==> src/rtl/nios2_oci_dct_packer.sv <==
// nios2_oci_dct_packer: packs 2-bit trace atoms into 15-atom frames with flush, timeout and drain control
module nios2_oci_dct_packer #(
  parameter int unsigned FLUSH_TIMEOUT = 255
) (
  input  logic        clk,
  input  logic        reset_n,
  input  logic        atom_valid,
  input  logic [1:0]  atom,
  input  logic        flush,
  input  logic        test_ending,
  input  logic        clr_overflow,
  output logic [29:0] dct_buffer,
  output logic [3:0]  dct_count,
  output logic [29:0] out_data,
  output logic [3:0]  out_count,
  output logic        out_valid,
  input  logic        out_ready,
  output logic        overflow,
  output logic        test_has_ended
);
  typedef enum logic [2:0] {EMPTY, FILL, FULL_WAIT, DRAIN, ENDED} state_t;
  state_t      r_state;
  logic [29:0] r_buf, r_odata;
  logic [3:0]  r_cnt, r_ocnt;
  logic [7:0]  r_idle;
  logic        r_ovalid, r_ov, r_ended, r_te, r_fp;
  logic        w_av, w_free, w_idle_cyc, w_tmo, w_xfer, w_acc, w_drop, w_drained;
  logic [8:0]  w_idle_nx;
  logic [29:0] w_base, w_buf_nx;
  logic [3:0]  w_bcnt, w_cnt_nx;
  // Atoms are ignored once draining starts; a transfer frees slot 0 for an atom arriving the same cycle
  always_comb begin
    w_av       = atom_valid && r_state != DRAIN && r_state != ENDED;
    w_free     = !r_ovalid || out_ready;
    w_idle_cyc = r_cnt != 4'd0 && !w_av;
    w_idle_nx  = {1'b0, r_idle} + {8'd0, w_idle_cyc};
    w_tmo      = FLUSH_TIMEOUT != 0 && w_idle_nx >= 9'(FLUSH_TIMEOUT);
    w_xfer     = r_cnt != 4'd0 && w_free && (r_cnt == 4'd15 || flush || r_fp || r_te || w_tmo);
    w_acc      = w_av && (w_xfer || r_cnt != 4'd15);
    w_drop     = w_av && !w_acc;
    w_base     = w_xfer ? 30'd0 : r_buf;
    w_bcnt     = w_xfer ? 4'd0 : r_cnt;
    w_buf_nx   = w_acc ? w_base | (30'(atom) << {w_bcnt, 1'b0}) : w_base;
    w_cnt_nx   = w_bcnt + {3'd0, w_acc};
    w_drained  = r_state == DRAIN && r_cnt == 4'd0 && !r_ovalid;
  end
  // Packing buffer, output register, sticky flags, idle timer and control FSM
  always_ff @(posedge clk or negedge reset_n) begin
    if (!reset_n) begin
      r_state  <= EMPTY;
      r_buf    <= '0;
      r_cnt    <= '0;
      r_odata  <= '0;
      r_ocnt   <= '0;
      r_ovalid <= 1'b0;
      r_ov     <= 1'b0;
      r_ended  <= 1'b0;
      r_te     <= 1'b0;
      r_fp     <= 1'b0;
      r_idle   <= '0;
    end else begin
      r_buf  <= w_buf_nx;
      r_cnt  <= w_cnt_nx;
      if (w_xfer) begin
        r_odata  <= r_buf;
        r_ocnt   <= r_cnt;
        r_ovalid <= 1'b1;
      end else if (r_ovalid && out_ready) r_ovalid <= 1'b0;
      r_ov    <= w_drop ? 1'b1 : clr_overflow ? 1'b0 : r_ov;
      r_fp    <= w_xfer ? 1'b0 : r_fp || (flush && (r_cnt != 4'd0 || w_acc));
      r_idle  <= (w_xfer || w_acc) ? 8'd0 : (w_idle_cyc && r_idle < 8'(FLUSH_TIMEOUT)) ? r_idle + 8'd1 : r_idle;
      r_te    <= r_te || test_ending;
      r_ended <= r_ended || w_drained;
      if (r_state == ENDED) r_state <= ENDED;
      else if (test_ending || r_te) r_state <= w_drained ? ENDED : DRAIN;
      else if (r_state == EMPTY && w_acc) r_state <= FILL;
      else if (r_state == FILL && r_cnt == 4'd15 && !w_free) r_state <= FULL_WAIT;
      else if (r_state == FULL_WAIT && w_xfer) r_state <= FILL;
    end
  end
  assign dct_buffer     = r_buf;
  assign dct_count      = r_cnt;
  assign out_data       = r_odata;
  assign out_count      = r_ocnt;
  assign out_valid      = r_ovalid;
  assign overflow       = r_ov;
  assign test_has_ended = r_ended;
endmodule

==> config.mk <==
export PLATFORM = sky130hd
export DESIGN_NAME = nios2_oci_dct_packer
export DESIGN_NICKNAME = d
export VERILOG_FILES = /design/src/rtl/nios2_oci_dct_packer.sv
export SDC_FILE = /design/constraint.sdc
export NUM_CORES = 1
export LEC_CHECK = 0
export CORE_UTILIZATION = 45
export DETAILED_ROUTE_END_ITERATION = 7
export PLACE_DENSITY = 0.83
export SLEW_MARGIN = 20
export SYNTH_ARGS = -nofsm -noshare
export SYNTH_HDL_FRONTEND = slang
export SYNTH_SLANG_ARGS = --single-unit
export TNS_END_PERCENT = 100
==> constraint.sdc <==
create_clock -name clk -period 8.1 [get_ports clk]
set_clock_uncertainty 0.2 [all_clocks]
set_input_delay 1.62 -clock clk [delete_from_list [all_inputs] [get_ports clk]]
set_output_delay 1.62 -clock clk [all_outputs]
set_load 0.1 [all_outputs]
=== Word-level counts from Yosys, hierarchy flattened ===
Cells that the tools add are included.

* Reduce and logical (&&, ||, !) cells: 38
* Bitwise operators: 1
* Mux-type cells: 16
* Order comparisons: 2
* Equality and inequality tests: 8
* Shifts and indexed selects: 1
* $add $sub $neg: 3

{| class="wikitable"
|+ Operators by type and width
! cell !! count
|-
| two-way mux 30 bit || 2
|-
| bitwise OR 30 bit || 1
|-
| << shifter 2 x 5 -> 30 bit || 1
|-
| two-way mux 3 bit || 6
|-
| logical AND 1 bit || 16
|-
| two-way mux 8 bit || 2
|-
| logical OR 1 bit || 11
|-
| adder 8 x 1 -> 9 bit || 1
|-
| greater-or-equal comparator 9 x 8 -> 1 bit (second input constant) || 1
|-
| adder 8 x 1 -> 8 bit (second input constant) || 1
|-
| less-than comparator 8 bit (second input constant) || 1
|-
| equality test 3 x 2 -> 1 bit (second input constant) || 2
|-
| nonzero test 2 bit || 3
|-
| two-way mux 1 bit || 5
|-
| nonzero test 5 bit || 1
|-
| adder 4 x 1 -> 4 bit || 1
|-
| equality test 4 bit (second input constant) || 1
|-
| zero test 1 bit || 4
|-
| zero test 4 bit || 1
|-
| two-way mux 4 bit || 1
|-
| inequality test 4 bit (second input constant) || 1
|-
| nonzero test 4 bit || 1
|-
| equality test 3 x 1 -> 1 bit (second input constant) || 1
|-
| equality test 3 bit (second input constant) || 1
|-
| 3 further kinds || 3
|}

* Input bits: 9
* Output and inout port bits: 71
* Word-level logic and storage cells: 80
* Bits in registers: 84

=== Depth between registers and ports, before layout ===
Gate-level depths: netlist of run 1.

* Depth in word-level cells: 15
* Mapped depth: 15
* Depth with buffers taken out: 12

=== Worst setup path after synthesis of run 1 ===
OpenSTA, ideal clock, no wires.

* Kind: input to register
* From: input port atom_valid
* To: register r_cnt[3] (netlist: dct_count[3])
* Setup slack: 3.958 ns
* Buffers on the path: 2
* Data arrival time: 3.821 ns
* Cell stages on the path: 13
* Setup time: 0.121 ns
* Data required time: 7.779 ns
* Path through: a31oi_4 -> ha_1 -> ha_1 -> o211ai_1 -> or4_1 -> o32a_1 -> buf_2 -> buf_2 -> and2_1 -> ha_1 -> nand3_1 -> xnor2_1 -> nor2_1

* Word-level cells in the longest chain between the ends: 11
* Elaborated cells between the ends (all ways): 12
* Those cells by class: add/sub (2); order compare (1); mux (1); reduce/logical (8)

{| class="wikitable"
|+ RTL lines
! element !! line !! RTL
|-
| start, declared || 7 || <nowiki>input logic atom_valid,</nowiki>
|-
| logical AND 1 bit * (2 in series) || 33 || <nowiki>w_av = atom_valid && r_state != DRAIN && r_state != ENDED;</nowiki>
|-
| zero test 1 bit || 35 || <nowiki>w_idle_cyc = r_cnt != 4'd0 && !w_av;</nowiki>
|-
| logical AND 1 bit || 35 ||
|-
| adder 8 x 1 -> 9 bit || 36 || <nowiki>w_idle_nx = {1'b0, r_idle} + {8'd0, w_idle_cyc};</nowiki>
|-
| greater-or-equal comparator 9 x 8 -> 1 bit || 37 || <nowiki>w_tmo = FLUSH_TIMEOUT != 0 && w_idle_nx >= 9'(FLUSH_TIMEOUT);</nowiki>
|-
| logical OR 1 bit || 38 || <nowiki>w_xfer = r_cnt != 4'd0 && w_free && (r_cnt == 4'd15 || flush || r_fp || r_te || w_tmo);</nowiki>
|-
| logical AND 1 bit || 38 ||
|-
| logical OR 1 bit || 39 || <nowiki>w_acc = w_av && (w_xfer || r_cnt != 4'd15);</nowiki>
|-
| logical AND 1 bit || 39 ||
|-
| adder 4 x 1 -> 4 bit * || 44 || <nowiki>w_cnt_nx = w_bcnt + {3'd0, w_acc};</nowiki>
|-
| named net w_cnt_nx[3] || 30 || <nowiki>logic [3:0] w_bcnt, w_cnt_nx;</nowiki>
|-
| end signal, assigned || 63 || <nowiki>r_cnt <= w_cnt_nx;</nowiki>
|-
| end, declared || 24 || <nowiki>logic [3:0] r_cnt, r_ocnt;</nowiki>
|}

Mark *: on every way through the listed nets, which the timed path passes. The rest lies on a longest branch.
A chain may end at the register's enable or synchronous reset.

=== Final worst setup path of run 1 ===
* From: input port atom_valid
* To: register r_idle[1]

* Word-level cells in the longest chain between the ends: 12
* Elaborated cells between the ends (all ways): 14
* Those cells by class: add/sub (1); order compare (1); mux (1); reduce/logical (11)

{| class="wikitable"
|+ RTL lines
! element !! line !! RTL
|-
| logical AND 1 bit * (2 in series) || 33 ||
|-
| zero test 1 bit || 35 ||
|-
| logical AND 1 bit || 35 ||
|-
| adder 8 x 1 -> 9 bit || 36 ||
|-
| greater-or-equal comparator 9 x 8 -> 1 bit || 37 ||
|-
| logical OR 1 bit || 38 ||
|-
| logical AND 1 bit || 38 ||
|-
| logical OR 1 bit || 39 ||
|-
| logical AND 1 bit || 39 ||
|-
| logical OR 1 bit || 71 || <nowiki>r_idle <= (w_xfer || w_acc) ? 8'd0 : (w_idle_cyc && r_idle < 8'(FLUSH_TIMEOUT)) ? r_idle + 8'd1 : r_idle;</nowiki>
|-
| two-way mux 8 bit or nonzero test 2 bit (tied branches) || -- ||
|-
| end signal, assigned || 71 ||
|-
| end, declared || 25 || <nowiki>logic [7:0] r_idle;</nowiki>
|}

Every way passes the cells marked *; elsewhere a longest branch is shown, timed or not.

==> results of run 1 <==
stage by stage:
stage / utilization / hold WS, ns
6_report: 0.604 / 0.270
5_1_grt: 0.604 / 0.298
4_1_cts: 0.603 / 0.277
3_5_place_dp: 0.577 / 0.257
3_3_place_gp: 0.577 / 0.254
2_1_floorplan: - / 0.256
worst reg2reg max path: stages, from the launching register on:
cell and delay, ns:
dfrtp_1 0.47, or3b_1 0.49, a31oi_4 0.34, ha_1 0.22, ha_1 0.25, nor4bb_1 0.09, a211oi_1 0.44, o32a_1 0.27
buf_4 0.40, o21ai_1 0.37, a21oi_1 0.22
layout make-up:
class                           instances  area [um^2]
Clock inverter                          6         73.8
Multi-Input combinational cell        264         1410
Timing Repair Buffer                   82          815
Tap cell                              102          128
Sequential cell                        84         2100
Inverter                                4         15.0
Clock buffer                           10          128
Fill cell                             637         3060
Yosys cell counts, types with 2 or more instances:
cell / n / area (um^2)
nor2b_1: 3 / 18.8
dfrtp_1: 84 / 2100
o21ai_0: 4 / 20.0
and4_1: 2 / 17.5
xnor2_1: 3 / 26.3
nand3_1: 8 / 40.0
clkbuf_1: 3 / 11.3
inv_1: 4 / 15.0
a31o_2: 2 / 17.5
buf_2: 14 / 70.1
a31oi_1: 6 / 37.5
xor2_1: 5 / 43.8
a22o_1: 2 / 17.5
nor3_1: 4 / 20.0
ha_1: 5 / 62.6
nand4_1: 3 / 18.8
nand2_1: 110 / 413
and3b_1: 5 / 43.8
and2_1: 2 / 12.5
and3_1: 4 / 25.0
a21oi_1: 27 / 135
or3_1: 2 / 12.5
nor2_1: 39 / 146
nor3b_1: 2 / 15.0
power by group:
group | leakage [nW] | total, mW | switching, mW | internal [mW]
clock network | 0.0946 | 0.300 | 0.154 | 0.146
registers | 1.14 | 0.509 | 0.0498 | 0.459
logic | 0.937 | 0.562 | 0.432 | 0.130
total | 2.17 | 1.37 | 0.636 | 0.734
kinds of logic (layout without fill, tap and decap cells):
group | Yosys count | after routing | share of synthesized area
buffers and inverters | 21 | 102 | 0.0269
DFF | 84 | 84 | 0.587
AOI/OAI and AO/OA | 56 | 56 | 0.102
xor gates and xnor gates | 8 | 8 | 0.0196
adders and majority gates | 5 | 5 | 0.0175
and+or+nand+nor | 195 | 195 | 0.247
sequential cells by signal (all words and copies together), names as in the netlist:
register        cells
r_state             3
out_valid           1
test_has_ended      1
r_idle              8
r_fp                1
out_count           4
overflow            1
out_data           30
r_te                1
dct_buffer         30
dct_count           4
per-layer routing:
metal  GRT usage  vias to the layer above  wire, um
li1            -                     1394         -
met1       0.286                     1471      3870
met2       0.364                       84      4320
met3      0.0318                       15       366
met4      0.0899                        0       129
met5           0                        -         0
path summary, 6_finish.rpt:
check                                         start  depth (start not counted)                       end
setup / recovery                         atom_valid                         10     r_idle[1]$_DFFE_PN0P_
setup reg to reg             r_state[1]$_DFFE_PN0P_                         10     r_idle[1]$_DFFE_PN0P_
max in group asynchronous                   reset_n                          1      overflow$_DFFE_PN0P_
hold / removal             out_data[24]$_DFFE_PN0P_                          2  out_data[24]$_DFFE_PN0P_
min in group asynchronous                   reset_n                          1  out_data[20]$_DFFE_PN0P_
hold reg to reg            out_data[24]$_DFFE_PN0P_                          2  out_data[24]$_DFFE_PN0P_
==> summary.txt, run 1 <==
WP buf/inv: 2
Full die area: 0.00832 mm^2
CP max stage cell: clkdlybuf4s50_1
Outcome: complete, no violations
Antenna-violating nets left: 0
Syn Nets: 383
CTS Root Cell: clkbuf_8
Final Power: 1.37 mW
CP Class: input pin to flip-flop
Hpwl dp: 5800 um
Commonest cells after routing, fill and taps aside: nand2_1, dfrtp_1, clkdlybuf4s50_1
Arr. time, crit path: 4.66 ns
Top_reg_cell synth: dfrtp_1
Setup bufs post-CTS: 0
Num ports: 80
Final setup TNS: 0 ns
Ant. Diodes: 0
Mapped Cells: 369
Synth Register Bits: 84
Most used cell, CP: ha_1
FMAX: 0.218 GHz
Nets@finish: 459
Ratio of cells with drive above 1 in the final layout: 0.0667
Slew Viols, Final: 0
Post_cts resized: 0
Number of flops mapped to enable cells by yosys: 0
DP Worst Slack: 3.22 ns
Synthesis-to-finish area growth: 30.3%
Critical Path RT: 8.17 ns
Setup-failing EPs final: 0
Htree depth: 3
Hold/Removal Path Class: flip-flop to flip-flop
RSZ-0062 raised after global routing: no
Crit-path max FO: 43
Post-synth ARST share: 1.00
Largest net degree at the start of global routing: 85
PwrDens: 294 mW/mm^2
Dpl cell area: 0.00446 mm^2
CORE AREA: 0.00773 mm^2
Vias in the first global route: 2,920
Avg Cell Area, Syn: 9.70 um^2
Initial Utilization: 0.463
GPL Wtd Cong: 0.834
Residual DRC: 0
Die height: 91.2 um
Final min period: 4.59 ns
Worst-Margin Slew: 1.00 ns
Cell Chain, Critical Path: clkdlybuf4s50_1 -> a31oi_4 -> ha_1 -> ha_1 -> and3b_1 -> a211oi_1 -> o32a_1 -> buf_4 -> o21ai_1 -> a21oi_1
Yosys warnings: 0
Most common cell after layout, fill and taps aside: nand2_1
Drt pass-1 iters: 4
Total number of vias: 2,964
# rows: 32
CTS tree: done
WL/cell: 15.7 um
Post-synthesis cell area: 0.00358 mm^2
Aggregate global routing overflow: 0
Average vias per placed instance: 5.37
Sequential fraction of the synthesis area: 0.587
Final wirelength: 8690 um
Clk_lat worst skew: 0.35 ns
Worst R2R Setup Slack: 4.26 ns
Largest delay contributor family on the critical path: compound AO/OA/AOI/OAI gates
Clock Path Buffers: 2
Endpoint kind of the worst setup timing path: flip-flop
Chip width: 91.2 um
Clk slew on worst S/H paths: 0.09 ns
Lkg Pwr: 2.17 nW
Slew Limit Headroom: 0.330
Worst setup margin: 3.51 ns
Max_cap viols: 0
# port buffers: 79
Initial drt markers: 195
CP startpoint kind: input pin
Unique cell type count in the Yosys netlist: 50
CTS buffer count: 9
CTS sink count: 84
First-pass GRT wire length: 14,200 um
Count of final hold-check violations: 0
Period utilisation layout: 0.566
Post-CTS Hold Buffers: 0
Non-filler cells, final: 552
Max VDD drop: 0.000255 V
Worst stage delay on the critical path: 0.54 ns
# placed instances: 536
GRT Resource Usage Total: 0.218
Initial antenna violation count: 0
Finished Cell Area: 0.00467 mm^2
(Power assumes the default switching activity.)
==> run 2, diff against run 1 <==
- clock period: 8.1 -> 4.8 ns (I/O delays scaled with it)
==> run 2 against run 1 <==
Global-route usage shrank 0.94 points. First-iteration DRC count grew 47%. Combinational power grew 69%. Non-clock buffer count grew 1. Wire length shrank 5.0%. Sequential cell count is the same. Total power grew 68%. Clock power grew 67%.
==> summary.txt, run 2 (synthesis gave the netlist of run 1 again) <==
PwrDens: 494 mW/mm^2 (was 294 mW/mm^2)
Final wirelength: 8250 um (was 8690 um)
Hpwl dp: 5790 um (was 5800 um)
Full die area: 0.00832 mm^2 (unchanged)
Initial drt markers: 286 (was 195)
CORE AREA: 0.00773 mm^2 (unchanged)
Slew Viols, Final: 0 (unchanged)
CP Class: input pin to flip-flop (unchanged)
RSZ-0062 raised after global routing: no (unchanged)
Num ports: 80 (unchanged)
Antenna-violating nets left: 0 (unchanged)
# port buffers: 79 (unchanged)
Initial antenna violation count: 0 (unchanged)
Average vias per placed instance: 5.36 (was 5.37)
Clock Path Buffers: 2 (unchanged)
Fillers: 635 (was 637)
Endpoint kind of the worst setup timing path: flip-flop (unchanged)
Ant. Diodes: 0 (unchanged)
First-pass GRT wire length: 13,600 um (was 14,200 um)
GPL Wtd Cong: 0.856 (was 0.834)
Aggregate global routing overflow: 0 (unchanged)
Post-CTS Hold Buffers: 0 (unchanged)
Synthesis-to-finish area growth: 30.3% (about the same)
WL met3: 347 um (was 366 um)
Worst-Margin Slew: 1.08 ns (was 1.00 ns)
Hold/Removal Path Class: flip-flop to flip-flop (unchanged)
Total number of vias: 2,962 (was 2,964)
Max VDD drop: 0.000345 V (was 0.000255 V)
Final setup TNS: 0 ns (unchanged)
Worst R2R Setup Slack: 1.02 ns (was 4.26 ns)
CP startpoint kind: input pin (unchanged)
Met2 Wirelength: 3960 um (was 4320 um)
Outcome: complete, no violations (unchanged)
Setup-failing EPs final: 0 (unchanged)
Post_cts resized: 0 (unchanged)
Chip width: 91.2 um (unchanged)
Clk slew on worst S/H paths: 0.08 ns (was 0.09 ns)
Die height: 91.2 um (unchanged)
Ratio of cells with drive above 1 in the final layout: 0.0665 (was 0.0667)
CTS sink count: 84 (unchanged)
Nets@finish: 460 (was 459)
Count of final hold-check violations: 0 (unchanged)
Setup bufs post-CTS: 0 (unchanged)
Drt pass-1 iters: 6 (was 4)
Htree depth: 3 (unchanged)
Final min period: 3.88 ns
Hold Slack: 0.270 ns (about the same)
Slew Limit Headroom: 0.276 (was 0.330)
Max_cap viols: 0 (unchanged)
Most common cell after layout, fill and taps aside: nand2_1 (unchanged)
FMAX: 0.258 GHz
Initial Utilization: 0.463 (unchanged)
Period utilisation layout: 0.809
# rows: 32 (unchanged)
CTS buffer count: 9 (unchanged)
CTS tree: done (unchanged)
Top layer used by detailed routing: met4 (unchanged)
Clk_lat worst skew: 0.36 ns (was 0.35 ns)
Arr. time, crit path: 3.95 ns (was 4.66 ns)
GRT Resource Usage Total: 0.208 (was 0.218)
Utilization after layout: 0.604 (about the same)
CTS Root Cell: clkbuf_8 (unchanged)
Largest net degree at the start of global routing: 85 (unchanged)
Crit-path max FO: 43 (unchanged)
Critical Path RT: 4.87 ns (was 8.17 ns)
Lkg Pwr: 2.17 nW (about the same)
Commonest cells after routing, fill and taps aside: nand2_1, dfrtp_1, clkdlybuf4s50_1 (unchanged)
Vias in the first global route: 2,689 (was 2,920)
WL/cell: 14.9 um (was 15.7 um)
Residual DRC: 0 (unchanged)
DRT met1 WL: 3770 um (was 3870 um)
[run 2: cell count changes in the layout (fill, tap and decap cells not counted), sizes merged]
cell,before,now
clkinv,2,0
buf,4,5
clkinvlp,2,3
inv,5,6
[run 2: final timing paths]
check,endpoint,startpoint,cells past startpoint
max,r_idle[1]$_DFFE_PN0P_,atom_valid,10
min,out_data[15]$_DFFE_PN0P_,out_data[15]$_DFFE_PN0P_,2
max reg2reg,r_idle[1]$_DFFE_PN0P_,r_state[1]$_DFFE_PN0P_,10
min reg2reg,out_data[15]$_DFFE_PN0P_,out_data[15]$_DFFE_PN0P_,2
max in group asynchronous,dct_buffer[2]$_DFF_PN0_,reset_n,1
min in group asynchronous,out_data[21]$_DFFE_PN0P_,reset_n,1
[run 2: worst max-delay path, stage by stage]
cell and delay (ns):
clkdlybuf4s50_1 0.48, a31oi_4 0.30, ha_1 0.21, ha_1 0.24, nor2b_1 0.09, a211oi_1 0.46
o32a_1 0.26, buf_4 0.39, o21ai_1 0.33, a21oi_1 0.23
[run 2: power breakdown]
part / leakage (nW) / switching (mW) / internal [mW] / total [mW]
sequential: 1.14 / 0.0793 / 0.775 / 0.854
clock: 0.0895 / 0.258 / 0.244 / 0.502
combinational: 0.942 / 0.722 / 0.225 / 0.947
total: 2.17 / 1.06 / 1.24 / 2.30
[run 2: layout make-up]
type                            count  area, um^2  area share
Inverter                            4        15.0     0.00322
Tap cell                          102         128      0.0274
Sequential cell                    84        2100       0.451
Clock buffer                       10         128      0.0274
Timing Repair Buffer               83         822       0.176
Clock inverter                      6        70.1      0.0150
Multi-Input combinational cell    264        1400       0.300
[run 2: routing by layer]
layer,up-vias,track usage
met4,0,0.0899
met5,-,0
met2,92,0.326
li1,1401,-
met3,16,0.0385
met1,1453,0.285
[run 2: through the flow]
| stage | worst slack, ns | cells | total power [mW] | cell area (um^2) |
|---|---|---|---|---|
| after floorplan | 0.833 | 369 | 1.58 | 3580 |
| after global placement | 0.745 | 537 | 1.79 | 4460 |
| after detailed placement | 0.568 | 537 | 1.81 | 4460 |
| after CTS | 0.904 | 553 | 2.32 | 4660 |
| after global routing | 0.662 | 553 | 2.42 | 4660 |
| final | 0.918 | 553 | 2.30 | 4660 |
